**src/rtl/max4_frame_reducer.sv**
```systemverilog
// Frame-wide argmax reducer fed by the max-of-4 stage: tracks the running maximum, its beat and lane.
// Optional MAXRED_OVF_EN: saturating beat counter with sticky overflow flag on out_ovf.
module max4_frame_reducer #(
    parameter int unsigned WIDTH  = 128,
    parameter int unsigned BEAT_W = 8
) (
    input  logic              clk,
    input  logic              rst_n,
    input  logic              in_valid,
    output logic              in_ready,
    input  logic [WIDTH-1:0]  in_max,
    input  logic [1:0]        in_lane,
    input  logic              in_last,
    output logic              out_valid,
    input  logic              out_ready,
    output logic [WIDTH-1:0]  out_max,
    output logic [BEAT_W-1:0] out_beat,
    output logic [1:0]        out_lane,
    output logic [BEAT_W-1:0] out_last_idx
`ifdef MAXRED_OVF_EN
    ,
    output logic              out_ovf
`endif
);

    typedef enum logic [1:0] {
        IDLE  = 2'd0,
        ACCUM = 2'd1,
        HOLD  = 2'd2
    } state_t;

    localparam logic [BEAT_W-1:0] CNT_MAX = '1;

    state_t            state_q, state_d;
    logic [WIDTH-1:0]  max_d;
    logic [BEAT_W-1:0] beat_d;
    logic [1:0]        lane_d;
    logic [BEAT_W-1:0] cnt_d;
    logic [BEAT_W-1:0] cnt_inc;
    logic              ovf_q, ovf_d;
    logic              ready_d, valid_d;
    logic              in_xfer;
    logic              out_xfer;

    assign in_xfer  = in_valid & in_ready;
    assign out_xfer = out_valid & out_ready;

    // Next beat index: saturates when overflow tracking is built in, wraps otherwise
    always_comb begin
`ifdef MAXRED_OVF_EN
        cnt_inc = (out_last_idx == CNT_MAX) ? CNT_MAX : out_last_idx + BEAT_W'(1);
`else
        cnt_inc = out_last_idx + BEAT_W'(1);
`endif
    end

    // Next-state and datapath update
    always_comb begin
        state_d = state_q;
        max_d   = out_max;
        beat_d  = out_beat;
        lane_d  = out_lane;
        cnt_d   = out_last_idx;
        ovf_d   = ovf_q;
        case (state_q)
            IDLE: begin
                if (in_xfer) begin
                    max_d   = in_max;
                    lane_d  = in_lane;
                    beat_d  = '0;
                    cnt_d   = '0;
                    ovf_d   = 1'b0;
                    state_d = in_last ? HOLD : ACCUM;
                end
            end
            ACCUM: begin
                if (in_xfer) begin
                    cnt_d = cnt_inc;
                    if (out_last_idx == CNT_MAX) begin
                        ovf_d = 1'b1;
                    end
                    // Strict compare so ties keep the earlier beat
                    if (in_max > out_max) begin
                        max_d  = in_max;
                        lane_d = in_lane;
                        beat_d = cnt_inc;
                    end
                    if (in_last) begin
                        state_d = HOLD;
                    end
                end
            end
            HOLD: begin
                if (out_xfer) begin
                    ovf_d   = 1'b0;
                    state_d = IDLE;
                end
            end
            default: state_d = IDLE;
        endcase
        ready_d = (state_d != HOLD);
        valid_d = (state_d == HOLD);
    end

    always_ff @(posedge clk or negedge rst_n) begin
        if (!rst_n) begin
            state_q      <= IDLE;
            in_ready     <= 1'b0;
            out_valid    <= 1'b0;
            out_max      <= '0;
            out_beat     <= '0;
            out_lane     <= '0;
            out_last_idx <= '0;
            ovf_q        <= 1'b0;
        end else begin
            state_q      <= state_d;
            in_ready     <= ready_d;
            out_valid    <= valid_d;
            out_max      <= max_d;
            out_beat     <= beat_d;
            out_lane     <= lane_d;
            out_last_idx <= cnt_d;
            ovf_q        <= ovf_d;
        end
    end

`ifdef MAXRED_OVF_EN
    assign out_ovf = ovf_q;
`else
    logic unused_ovf;
    assign unused_ovf = ovf_q;
`endif

endmodule

```
**config.mk**
```make
export PLATFORM = sky130hd
export DESIGN_NAME = max4_frame_reducer
export DESIGN_NICKNAME = d
export VERILOG_FILES = /design/src/rtl/max4_frame_reducer.sv
export SDC_FILE = /design/constraint.sdc
export NUM_CORES = 1
export LEC_CHECK = 0
export CORE_MARGIN = 10
export CORE_UTILIZATION = 30
export DETAILED_ROUTE_END_ITERATION = 10
export SETUP_SLACK_MARGIN = 0.5
export SLEW_MARGIN = 20
export SYNTH_ARGS = -nofsm -noshare
export SYNTH_HDL_FRONTEND = slang
export SYNTH_SLANG_ARGS = --single-unit
export TNS_END_PERCENT = 30
```
**constraint.sdc**
```tcl
create_clock -name clk -period 3.75 [get_ports clk]
set_input_delay 0.75 -clock clk [delete_from_list [all_inputs] [get_ports clk]]
set_output_delay 0.75 -clock clk [all_outputs]
set_load 0.02 [all_outputs]
```
==> impl_metrics.csv, run 1 <==
group,metric,value,unit
setup_path,crit_chain,"clkdlybuf4s50_1 -> ha_1 -> nand4_1 -> nor2_1 -> nand2_1 -> nor4bb_4 -> buf_4 -> buf_6 -> and4_4 -> nor2_4 -> buf_12 -> clkbuf_16 -> nand2_1 -> o211ai_1",
grt,grt_pass1_vias,12089,
cells_and_area,multi_input_area,0.00747,sq mm
logic_synthesis,postSynthCellCount,1324,
sta,worst_pin_slew,963,ps
logic_synthesis,ys_seq_elements,150,
sta,post-route-period-util,88.3,%
placed_design,place_area,0.0152,sq mm
logic_synthesis,ys.flop_type,"dfrtp_1",
clock_network,cts_num_sinks,150,
drt,drtIter0Drc,973,
cells_and_area,drive_above_1_share,18.7,%
sta,slew_violations,0,
drt,met2_length,24.3,mm
power_and_ir_drop,powerDensity,891,mW/mm^2
setup_path,crit_type,"in2reg",
logic_synthesis,yosys.area.top_type,"dfrtp_1",
drt,dr.pass1.iters,7,
setup_path,rr_endpoint,"out_max[5]",
setup_path,max_stage_delay,480,ps
clock_network,clkTransAtPathRegs,60,ps
drt,via_count,12611,
setup_path,setup.worst_path.start_class,"input port",
grt,grt_max_degree,83,
grt,grt_pass1_wl,72.6,mm
grt,gr-total-overflow,0,
placed_design,place.gp.congestion,0.818,
setup_path,crit_cells,14,
logic_synthesis,ys_seq_area_share,33.3,%
sta,max_freq,302,MHz
sta,rsz0062_at_grt,"yes",
cells_and_area,final_cell_area,0.0179,sq mm
setup_path,crit_path_end_kind,"register",
clock_network,worstSkewPairLatency,450,ps
floorplan,core_area,0.0369,sq mm
clock_network,hold_buffers,0,
drt,dr_wl_met3,3.43,mm
drt,wl_per_cell,22.8,microns
clock_network,cts_tree,"built",
clock_network,cts-root-buf,"clkbuf_16",
setup_path,crit_arrival,3620,ps
setup_path,regToRegSetupSlack,520,ps
cells_and_area,area_delta_synth_final,59.1,%
cells_and_area,final_common_cell,"clkdlybuf4s50_1",
power_and_ir_drop,leakage,7.81,nW
run,max_cap_violations,0,
clock_network,cts-htree-levels,4,
logic_synthesis,synth_area_leaders,"dfrtp_1 (33%), ha_1 (14%), nand4_1 (8.9%)",
drt,finalWirelength,50.4,mm
drt,drc,0,
logic_synthesis,ys_warn_count,0,
clock_network,clockBufferDepth,2,
sta,fin_crit,3310,ps
setup_path,worstPathMaxFanout,7,
drt,final_antenna_net_count,0,
placed_design,dp_slack,-353,ps
floorplan,start_util,30.6,%
floorplan,die_w,214,microns
sta,maxSlewHeadroom,35.8,%
setup_path,r2r-start,"out_max[85]",
power_and_ir_drop,peakVddDrop,479,uV
setup_path,r2r.worst_path.cells,15,
logic_synthesis,syn-num-nets,1588,
min_path,hp-class,"in2async",
drt,vias_per_cell,5.71,
logic_synthesis,yosysTopAreaCellShare,33.3,%
floorplan,die_y,214,microns
clock_network,cts_buffers,17,
logic_synthesis,syn_area_per_cell,8.51,sq um
floorplan,io_pins,283,
floorplan,die_area,0.0457,sq mm
sta,setup_ws,438,ps
logic_synthesis,synth_edf_count,0,
setup_path,crit_top_cell,"nand2_1",
drt,wl_met1,21.4,mm
setup_path,crit_slowest_cell,"clkdlybuf4s50_1",
cells_and_area,filler_cell_count,3414,
status,status,"complete, no violations",
setup_path,cp.required,4060,ps
logic_synthesis,async_reset_ff_share,100,%
placed_design,place_hpwl,31.4,mm
setup_path,crit_family,"simple AND/OR/NAND/NOR gates",
logic_synthesis,yosys.cell_types.count,47,
cells_and_area,regArea,0.00376,sq mm
setup_path,cp.buffers_inverters,5,
floorplan,rows,70,
cells_and_area,nets,1954,
cells_and_area,final_core_util,48.6,%
sta,hold_viol_final,0,
cells_and_area,layout_common_cells,"clkdlybuf4s50_1 (199), nand4_1 (160), nand2_1 (152)",
grt,antenna_found_initial,8,
logic_synthesis,synth_area,0.0113,sq mm
sta,skew,16.6,ps
grt,grt_usage,20.4,%
placed_design,port_buffers,282,
sta,setup_viol,0,
drt,topRoutingLayerUsed,"met5",
repair_timing:
item / CTS / global route
resized for setup: 92 / 179
setup buffers: 36 / 29
setup endpoints to repair: 138 / 138
pin swaps: 38 / 87
cloned: 11 / 15
per-stage QoR:
stage | setup TNS, ps | std cells | hold WS (ps) | total power [mW]
finish | 0 | 2210 | 244 | 16.0
global route | 0 | 2209 | 270 | 17.1
CTS | 0 | 2163 | 248 | 14.9
detailed placement | -45130 | 2084 | 492 | 12.0
global placement | -51060 | 2084 | 491 | 11.8
floorplan | 0 | 1324 | 454 | 8.25
routing by layer:
layer	global-route usage, %	vias to the layer above
met3	4.72	79
met1	25.7	6295
met2	33.6	452
met5	0	-
li1	-	5775
met4	6.80	10
registers in the layout (all words and copies together), names as in the netlist:
| name | cells |
|---|---|
| out_beat | 8 |
| state_q | 2 |
| out_last_idx | 8 |
| in_ready | 1 |
| out_valid | 1 |
| out_max | 128 |
| out_lane | 2 |
power by group:
| part | internal (mW) | switching (mW) |
|---|---|---|
| registers | 2.42 | 0.985 |
| clock network | 1.13 | 0.775 |
| logic | 5.05 | 5.61 |
cells by family after synthesis:
logic type / count (synthesis) / synth area share, %
AND/OR/NAND/NOR: 400 / 18.2
AO/OA/AOI/OAI: 398 / 25.0
buffers and inverters: 241 / 8.66
flip-flops: 150 / 33.3
adder cells (fa/ha/maj): 129 / 14.3
XOR/XNOR: 6 / 0.466
layout make-up:
cell class | instances | share of cell area, %
timing repair buffer | 453 | 27.5
multi-input combinational | 934 | 41.7
inverter | 134 | 2.81
antenna | 3 | 0.0419
clock buffer | 20 | 2.49
tap | 504 | 3.52
clock inverter | 12 | 0.991
sequential | 150 | 21.0
worst max-delay path by stage:
stage                           start            to  slack (ps)
after floorplan            in_max[69]   out_lane[0]         660
after global placement    in_max[110]   out_max[46]        -400
after detailed placement  in_max[110]   out_beat[1]        -350
after CTS                  in_max[98]    out_max[0]         430
after global routing      out_max[85]  out_max[118]         370
final                      in_max[46]    out_max[5]         440
cell usage after synthesis, types with 5 or more instances:
master	count
a21o_1	13
a21oi_1	51
a221oi_1	5
a22oi_1	130
a41oi_1	8
and2_1	8
and4_1	5
buf_2	15
buf_4	14
clkbuf_1	77
dfrtp_1	150
ha_1	129
inv_1	134
nand2_1	162
nand3_1	20
nand4_1	160
nor2_1	16
nor3_1	6
nor4_1	9
o211ai_1	131
o21ai_0	29
o31ai_1	9
Power figures use the tool's default switching activity.
==> run 2, diff against run 1 <==
--- a/config.mk
+++ b/config.mk
@@ -7,6 +7,7 @@
 export LEC_CHECK = 0
 export CORE_MARGIN = 10
 export CORE_UTILIZATION = 30
+export CTS_CLUSTER_DIAMETER = 120
 export DETAILED_ROUTE_END_ITERATION = 10
 export SETUP_SLACK_MARGIN = 0.5
 export SLEW_MARGIN = 20
==> results of run 2 <==
The final DEF is identical to that of run 1; final timing and power are the same.
==> run 3, diff against run 2 <==
--- a/config.mk
+++ b/config.mk
@@ -5,6 +5,7 @@
 export SDC_FILE = /design/constraint.sdc
 export NUM_CORES = 1
 export LEC_CHECK = 0
+export CAP_MARGIN = 0
 export CORE_MARGIN = 10
 export CORE_UTILIZATION = 30
 export CTS_CLUSTER_DIAMETER = 120
==> results of run 3 <==
The final DEF is identical to that of run 1; final timing and power are the same.
